`src/rtl/demux_write_bank.sv`:
```
// rtl/demux_write_bank.sv - write demultiplexer into a register bank with one pending stage and read bypass
// A request is captured into the pending stage, then committed one edge later; reads see the pending value first.
module demux_write_bank #(
  parameter int WIDTH    = 32,
  parameter int DEPTH    = 8,
  parameter int ZERO_REG = 1
) (
  input  logic                       clk,
  input  logic                       rst_n,
  input  logic                       wr_en,
  input  logic [$clog2(DEPTH)-1:0]   wr_sel,
  input  logic [WIDTH-1:0]           wr_data,
  output logic [DEPTH-1:0]           wr_strobe,
  input  logic [$clog2(DEPTH)-1:0]   rd_sel,
  output logic [WIDTH-1:0]           rd_data,
  output logic [DEPTH*WIDTH-1:0]     bank_out
);

  localparam int SELW = $clog2(DEPTH);

  logic              r_pend_valid;
  logic [SELW-1:0]   r_pend_sel;
  logic [WIDTH-1:0]  r_pend_data;
  logic [WIDTH-1:0]  r_bank [DEPTH];

  logic              w_drop;
  logic              w_rd_zero;
  logic              w_rd_bypass;
  logic [DEPTH-1:0]  w_strobe;

  // Writes to the hardwired zero register are discarded before they can strobe, bypass or commit.
  assign w_drop = (ZERO_REG != 0) && (wr_sel == '0);

  always_ff @(posedge clk or negedge rst_n) begin
    if (!rst_n) begin
      r_pend_valid <= 1'b0;
      r_pend_sel   <= '0;
      r_pend_data  <= '0;
    end else begin
      r_pend_valid <= wr_en && !w_drop;
      r_pend_sel   <= wr_sel;
      r_pend_data  <= wr_data;
    end
  end

  always_comb begin
    w_strobe = '0;
    for (int i = 0; i < DEPTH; i++) begin
      w_strobe[i] = r_pend_valid && (r_pend_sel == SELW'(i));
    end
  end

  assign wr_strobe = w_strobe;

  always_ff @(posedge clk or negedge rst_n) begin
    if (!rst_n) begin
      for (int i = 0; i < DEPTH; i++) begin
        r_bank[i] <= '0;
      end
    end else begin
      for (int i = 0; i < DEPTH; i++) begin
        if (w_strobe[i]) begin
          r_bank[i] <= r_pend_data;
        end
      end
    end
  end

  assign w_rd_zero   = (ZERO_REG != 0) && (rd_sel == '0);
  assign w_rd_bypass = r_pend_valid && (r_pend_sel == rd_sel);

  always_comb begin
    rd_data = r_bank[rd_sel];
    if (w_rd_zero) begin
      rd_data = '0;
    end else if (w_rd_bypass) begin
      rd_data = r_pend_data;
    end
  end

  always_comb begin
    bank_out = '0;
    for (int i = 0; i < DEPTH; i++) begin
      bank_out[i*WIDTH +: WIDTH] = r_bank[i];
    end
    if (ZERO_REG != 0) begin
      bank_out[WIDTH-1:0] = '0;
    end
  end

endmodule

```
`config.mk`:
```
export PLATFORM = sky130hd
export DESIGN_NAME = demux_write_bank
export DESIGN_NICKNAME = d
export VERILOG_FILES = /design/src/rtl/demux_write_bank.sv
export SDC_FILE = /design/constraint.sdc
export NUM_CORES = 1
export LEC_CHECK = 0
export CAP_MARGIN = 20
export CELL_PAD_IN_SITES_DETAIL_PLACEMENT = 0
export CELL_PAD_IN_SITES_GLOBAL_PLACEMENT = 1
export CORE_MARGIN = 2
export CORE_UTILIZATION = 38
export CTS_CLUSTER_SIZE = 30
export DETAILED_ROUTE_END_ITERATION = 16
export PLACE_DENSITY_LB_ADDON = 0.1
export RECOVER_POWER = 100
export SETUP_SLACK_MARGIN = 0.5
export SKIP_LAST_GASP = 1
export SYNTH_ARGS = -nofsm -noshare
export SYNTH_HDL_FRONTEND = slang
export SYNTH_SLANG_ARGS = --single-unit
```
`constraint.sdc`:
```
create_clock -name clk -period 2.77 [get_ports clk]
set_clock_uncertainty 0.2 [all_clocks]
set_input_delay 0.4155 -clock clk [delete_from_list [all_inputs] [get_ports clk]]
set_output_delay 0.4155 -clock clk [all_outputs]
set_load 0.01 [all_outputs]
```
==> out/results.txt, run 1 <==
first-pass GRT wire length -> 65,360 um
num ports -> 337
slew of the pin with the lowest slew margin -> 1902 ps
vias in the first global route -> 9,766
Core Util, Final -> 0.4746
TritonCTS Buffers -> 30
Tmin final -> 3050 ps
Max-Cap Viols -> 1
Slew Limit Fails -> 72
pwr/cell area -> 783.1 nW/um^2
final worst setup slack -> -280.2 ps
sw frac -> 0.3052
post-synthesis compound-gate area fraction -> 0.09517
DRT iter0 DRCs -> 630
hold depth -> 2
Final setup viols -> 32
number of flops mapped to enable cells by yosys -> 0
status -> finished with violations
vias -> 9,604
CP max FO -> 7
clock net sink count -> 260
fin crit share -> 1.101
chip width -> 191.8 um
count leader, synth -> nand2_1
reg2reg end -> bank_out[46]
Final GP Congestion -> 0.8947
Synth top area share -> 0.4857
DP HPWL -> 29,610 um
Worst EP required -> 2150 ps
share of layout cells above drive strength 1 -> 0.1814
clock power share -> 0.325
nets@finish -> 1,479
peak supply drop -> 0.4889 mV
clock-pin slew on the worst setup and hold paths -> 60 ps
Combinational Power Share -> 0.267
Final Hold Violating Endpoints -> 0
WHS Endpoint -> r_pend_valid
Seq pwr share -> 0.408
grt total ovfl -> 0
synth top area cells -> dfrtp_1 (49%), buf_4 (15%), nand2_1 (11%)
crit path launch type -> flip-flop
switching pwr -> 3.928 mW
top cells by count, synth -> nand2_1 (389), buf_4 (270), dfrtp_1 (260)
Worst Setup Path Type -> flip-flop to primary output
clk_lat worst skew -> 560 ps
core area -> 34,630 sq um
crit path capture type -> primary output
Starting Density -> 0.3869
die area -> 36,770 sq um
Seq/Total Area, Yosys -> 0.4857
simple-gate portion of the synthesized area -> 0.1272
antenna violations before repair -> 5
Synth area leader -> dfrtp_1
Post-synth ARST share -> 1.000
r2r worst-path depth -> 6
Peak Freq -> 327.8 MHz
failing checks -> max-capacitance violations, max-slew violations, negative setup slack
reg2reg setup slack -> 50 ps
Leak -> 7.942 nW
worst flop-to-flop path startpoint -> r_pend_sel[1]
Detail Route Antenna Nets -> 0
Die Y-Extent -> 191.8 um
post-synthesis mux area share -> 0.1054
slew margin rel. -> -0.2677
Fin Setup TNS -> -6010 ps
area of the multi-input gates -> 4554 sq um
hold slack -> 202.0 ps
cell row count -> 68
fillers -> 3,205
Worst Path Arrival -> 2430 ps
largest net degree at the start of global routing -> 72
hold_sp -> wr_en
H-tree depth -> 1
P&R area growth vs syn -> 22.68%
syn avg cell area -> 9.843 sq um
unrepaired setup endpoints after global routing -> true
routed vias/inst -> 5.005
GR Util All Layers -> 0.2392
DRC -> 0
mapped cell area -> 13,400 sq um
dpl cells -> 1,847
HP Class -> input port to flip-flop
Post-Synthesis Cells -> 1,361
Synth Flop Type -> dfrtp_1
XOR/XNOR Fraction of Synth Area -> 0.001961
post-synthesis adder-cell area fraction -> 0
internal cell power -> 8.942 mW
Distinct cells, synth -> 39
total wire length -> 44,280 um
YS warnings -> 0
WL/cell -> 23.08 um
FF+latch area -> 6509 sq um
clock root buffer -> clkbuf_16
Seq cells post-synth -> 260
fin cells -> 1,919
TritonCTS clock tree -> yes
I/O Buffers -> 304
largest family of logic cells by synthesized area -> buffers and inverters
Pre-Repair DR Iteration Count -> 5
clk buf depth -> 3
layer usage:
| metal | GRT usage | wire length, um | vias to the layer above |
|---|---|---|---|
| met4 | 0.05592 | 1091 | 2 |
| met2 | 0.3910 | 20530 | 364 |
| li1 | - | - | 4393 |
| met1 | 0.3189 | 19340 | 4775 |
| met5 | 0 | 13 | - |
| met3 | 0.05975 | 3312 | 70 |
what timing repair did:
| item | in CTS | in global routing |
|---|---|---|
| setup endpoints to repair | 104 | 71 |
| hold buffers | 1 | 0 |
| endpoints found under the hold margin | 63 | 0 |
| pin swaps | 6 | 9 |
| gates cloned | 1 | 1 |
| gates resized for setup | 196 | 24 |
| setup buffers | 9 | 2 |
power groups by stage:
stage	Clock [mW]	Combinational, mW	Sequential [mW]
2_1_floorplan	0	2.63	5.01
3_3_place_gp	0	3.69	5.35
3_5_place_dp	0	3.71	5.34
4_1_cts	4.28	3.76	5.29
5_1_grt	4.44	3.71	5.36
6_report	4.18	3.43	5.25
cells by family (layout without fill, tap and decap cells):
logic type / count (synthesis) / after routing
muxes: 129 / 129
AOI/OAI and AO/OA: 163 / 163
buffers and inverters: 369 / 438
and+or+nand+nor: 436 / 436
DFF: 260 / 260
xor gates and xnor gates: 3 / 3
other: 1 / 35
registers in the layout, indices dropped and copies added, names as in the netlist:
signal        count
r_pend_valid      1
r_pend_sel        3
r_pend_data      32
bank_out        224
layout make-up:
cell class,instances,share of cell area
Antenna cell,3,0.0004568
Clock buffer,47,0.05451
Clock inverter,8,0.008527
Inverter,4,0.0009897
Multi-Input combinational cell,763,0.2771
Sequential cell,260,0.3960
Tap cell,455,0.03464
Timing Repair Buffer,379,0.2277
worst max-delay path by stage:
stage | from | end | slack [ps] | depth (start not counted)
after global routing | r_pend_sel[2] | rd_data[0] | -380 | 8
after floorplan | rd_sel[2] | rd_data[10] | 490 | 6
after detailed placement | rd_sel[2] | rd_data[0] | -160 | 7
final | r_pend_sel[2] | rd_data[0] | -280 | 8
after global placement | rd_sel[2] | rd_data[0] | -170 | 7
after CTS | r_pend_sel[2] | rd_data[0] | -370 | 8
through the flow:
step	setup slack, ps	power [mW]	area [sq um]
floorplan	490.5	7.642	13520
global placement	-165.9	9.038	15320
detailed placement	-163.0	9.056	15320
CTS	-365.6	13.34	16550
global route	-377.9	13.51	16430
finish	-280.2	12.87	16430
critical path, cell delays in order (launching register included):
cell     delay [ps]
dfrtp_1         380
or3b_1          350
a211o_1         290
a21oi_4         230
buf_6           130
buf_6           110
buf_16          130
a32o_2          140
buf_6           110
layout by cell type, fill, tap and decap left out, drive strengths merged, types with 2 or more instances in the layout:
master       instances
a32o                32
clkbuf              70
o32ai               31
nand2              389
a21oi               32
inv                  3
mux2i               33
clkinv               4
conb                32
bufinv               4
dfrtp              260
o22ai               31
nand4b               3
dlygate4sd3        259
o21bai              31
nor3b                2
diode                3
mux2                96
xnor2                3
nor3                 3
buf                 96
nor2                32
Power figures use the tool's default switching activity.
==> run 2: changes to the inputs <==
--- a/config.mk
+++ b/config.mk
@@ -9,7 +9,7 @@
 export CELL_PAD_IN_SITES_DETAIL_PLACEMENT = 0
 export CELL_PAD_IN_SITES_GLOBAL_PLACEMENT = 1
 export CORE_MARGIN = 2
-export CORE_UTILIZATION = 38
+export CORE_UTILIZATION = 34
 export CTS_CLUSTER_SIZE = 30
 export DETAILED_ROUTE_END_ITERATION = 16
 export PLACE_DENSITY_LB_ADDON = 0.1
==> constraint.sdc (replaced) <==
create_clock -name clk -period 2.75 [get_ports clk]
set_clock_uncertainty 0.2 [all_clocks]
set_input_delay 0.4125 -clock clk [delete_from_list [all_inputs] [get_ports clk]]
set_output_delay 0.4125 -clock clk [all_outputs]
set_load 0.01 [all_outputs]
==> run 2 against run 1 <==
First-iteration DRC count decreased by 14%. The run still ends with max-capacitance violations, max-slew violations, negative setup slack left. Critical endpoint is now rd_data[30]. Worst hold slack worse by 21 ps. Sequential power is 2% higher. Final cell count rose by 3.4%. Global-route usage is 1.2 points lower.
==> out/results.txt, run 2 (same netlist as run 1, synthesis figures left out) <==
fin cells -> 1,985 (was 1,919)
TritonCTS clock tree -> yes (unchanged)
total wire length -> 46,660 um (was 44,280 um)
H-tree depth -> 1 (unchanged)
nets@finish -> 1,481 (was 1,479)
Peak Freq -> 329.0 MHz
clk buf depth -> 3 (unchanged)
crit path capture type -> primary output (unchanged)
die area -> 41,010 sq um (was 36,770 sq um)
max reg flops -> 224 (unchanged)
Worst Setup Path Type -> flip-flop to primary output (unchanged)
chip width -> 202.5 um (was 191.8 um)
antenna violations before repair -> 4 (was 5)
final worst setup slack -> -290.0 ps (was -280.2 ps)
first-pass GRT wire length -> 69,830 um (was 65,360 um)
Die Y-Extent -> 202.5 um (was 191.8 um)
Leak -> 7.996 nW (was 7.942 nW)
clock net sink count -> 260 (unchanged)
Slew Limit Fails -> 66 (was 72)
Starting Density -> 0.3458 (was 0.3869)
Tmin final -> 3040 ps
clock root buffer -> clkbuf_16 (unchanged)
Final Hold Violating Endpoints -> 0 (unchanged)
cell row count -> 72 (was 68)
GR Util All Layers -> 0.2272 (was 0.2392)
grt total ovfl -> 0 (unchanged)
most frequent cells in the layout -> nand2_1 (387), dlygate4sd3_1 (257), dfrtp_1 (253) (was nand2_1 (387), dlygate4sd3_1 (259), dfrtp_1 (258))
Final GP Congestion -> 0.8147 (was 0.8947)
largest net degree at the start of global routing -> 66 (was 72)
slew margin rel. -> -0.2424 (was -0.2677)
failing checks -> max-capacitance violations, max-slew violations, negative setup slack (unchanged)
TritonCTS Buffers -> 31 (was 30)
unrepaired setup endpoints after global routing -> true (unchanged)
core area -> 38,740 sq um (was 34,630 sq um)
Worst EP required -> 2140 ps (was 2150 ps)
CP max FO -> 8 (was 7)
commonest non-fill, non-tap cell in the layout -> nand2_1 (unchanged)
vias in the first global route -> 10,120 (was 9,766)
fin crit share -> 1.105
WL/cell -> 23.51 um (was 23.08 um)
fillers -> 3,728 (was 3,205)
Core Util, Final -> 0.4295 (was 0.4746)
Detail Route Antenna Nets -> 0 (unchanged)
pwr/cell area -> 803.3 nW/um^2 (was 783.1 nW/um^2)
Pre-Repair DR Iteration Count -> 4 (was 5)
Max-Cap Viols -> 1 (unchanged)
Worst Path Arrival -> 2430 ps (about the same)
P&R area growth vs syn -> 24.19% (was 22.68%)
peak supply drop -> 0.4594 mV (was 0.4889 mV)
routed vias/inst -> 4.874 (was 5.005)
status -> finished with violations (unchanged)
slew of the pin with the lowest slew margin -> 1864 ps (was 1902 ps)
share of layout cells above drive strength 1 -> 0.1872 (was 0.1814)
dpl cells -> 1,910 (was 1,847)
DP HPWL -> 31,430 um (was 29,610 um)
HP Class -> input port to flip-flop (unchanged)
crit path launch type -> flip-flop (unchanged)
clk_lat worst skew -> 570 ps (was 560 ps)
DRC -> 0 (unchanged)
DRT iter0 DRCs -> 541 (was 630)
Final setup viols -> 42 (was 32)
clock-pin slew on the worst setup and hold paths -> 60 ps (about the same)
I/O Buffers -> 304 (unchanged)
reg2reg setup slack -> -140 ps (was 50 ps)
vias -> 9,675 (was 9,604)
num ports -> 337 (unchanged)
## run 2: cell count changes in the layout (fill, tap and decap cells not counted), sizes merged
cell | before | now
dlygate4sd2 | 0 | 1
clkinv | 4 | 5
clkbuf | 70 | 72
bufinv | 4 | 6
clkinvlp | 1 | 0
dlygate4sd3 | 259 | 257
## run 2: layout make-up
cell class / instances / area [sq um] / area share
Tap cell: 518 / 648.1 / 0.03896
Multi-Input combinational cell: 763 / 4561 / 0.2741
Sequential cell: 260 / 6515 / 0.3916
Timing Repair Buffer: 380 / 3755 / 0.2257
Clock buffer: 47 / 935.9 / 0.05625
Clock inverter: 10 / 200.2 / 0.01203
Inverter: 4 / 15.01 / 0.0009025
Antenna cell: 3 / 7.507 / 0.0004512
## run 2: critical path: stages, from the launching register on
cell     delay (ps)
dfrtp_1         370
or3b_1          360
a211o_1         300
a21oi_4         180
buf_6           130
buf_6           100
buf_12          130
a32o_2          170
buf_6           110
## run 2: worst paths after layout
check / start / to / cells after the start
min in group asynchronous: rst_n / bank_out[55] / 2
hold reg to reg: bank_out[107] / bank_out[107] / 2
max in group asynchronous: rst_n / bank_out[220] / 3
setup / recovery: r_pend_sel[2] / rd_data[30] / 8
setup reg to reg: r_pend_sel[1] / bank_out[156] / 7
hold / removal: wr_en / r_pend_valid / 2
## run 2: power breakdown
part	switching, mW	internal, mW	leakage [nW]
logic	1.64	1.85	4.26
registers	0.759	4.58	3.18
clock network	1.66	2.88	0.561
total	4.05	9.31	8.00
## run 2: stage by stage
step / hold WS [ps] / setup slack [ps] / power (mW) / area, sq um / setup TNS (ps)
finish: 181.0 / -290.0 / 13.36 / 16640 / -8185
global route: 171.6 / -380.5 / 14.03 / 16640 / -20040
CTS: 49.80 / -404.4 / 13.87 / 16770 / -10760
detailed placement: 229.1 / -241.9 / 9.189 / 15410 / -5072
global placement: 229.0 / -251.5 / 9.185 / 15410 / -5217
floorplan: -83.09 / 476.5 / 7.697 / 13520 / 0
## run 2: routing by layer
| layer | track usage | wire length [um] | share of wire | vias to the layer above |
|---|---|---|---|---|
| met2 | 0.3628 | 21680 | 0.46 | 343 |
| met5 | 0 | 0 | 0 | - |
| met1 | 0.3100 | 20890 | 0.45 | 4863 |
| li1 | - | - | - | 4401 |
| met4 | 0.06648 | 1275 | 0.027 | 0 |
| met3 | 0.04992 | 2816 | 0.060 | 68 |
## run 2: timing repair
item / CTS / global route
pin swaps: 11 / 10
endpoints found under the setup margin: 79 / 85
hold endpoints to repair: 59 / 0
gates cloned: 2 / 0
setup buffers: 11 / 1
hold buffers: 1 / 0
gates resized for setup: 222 / 8
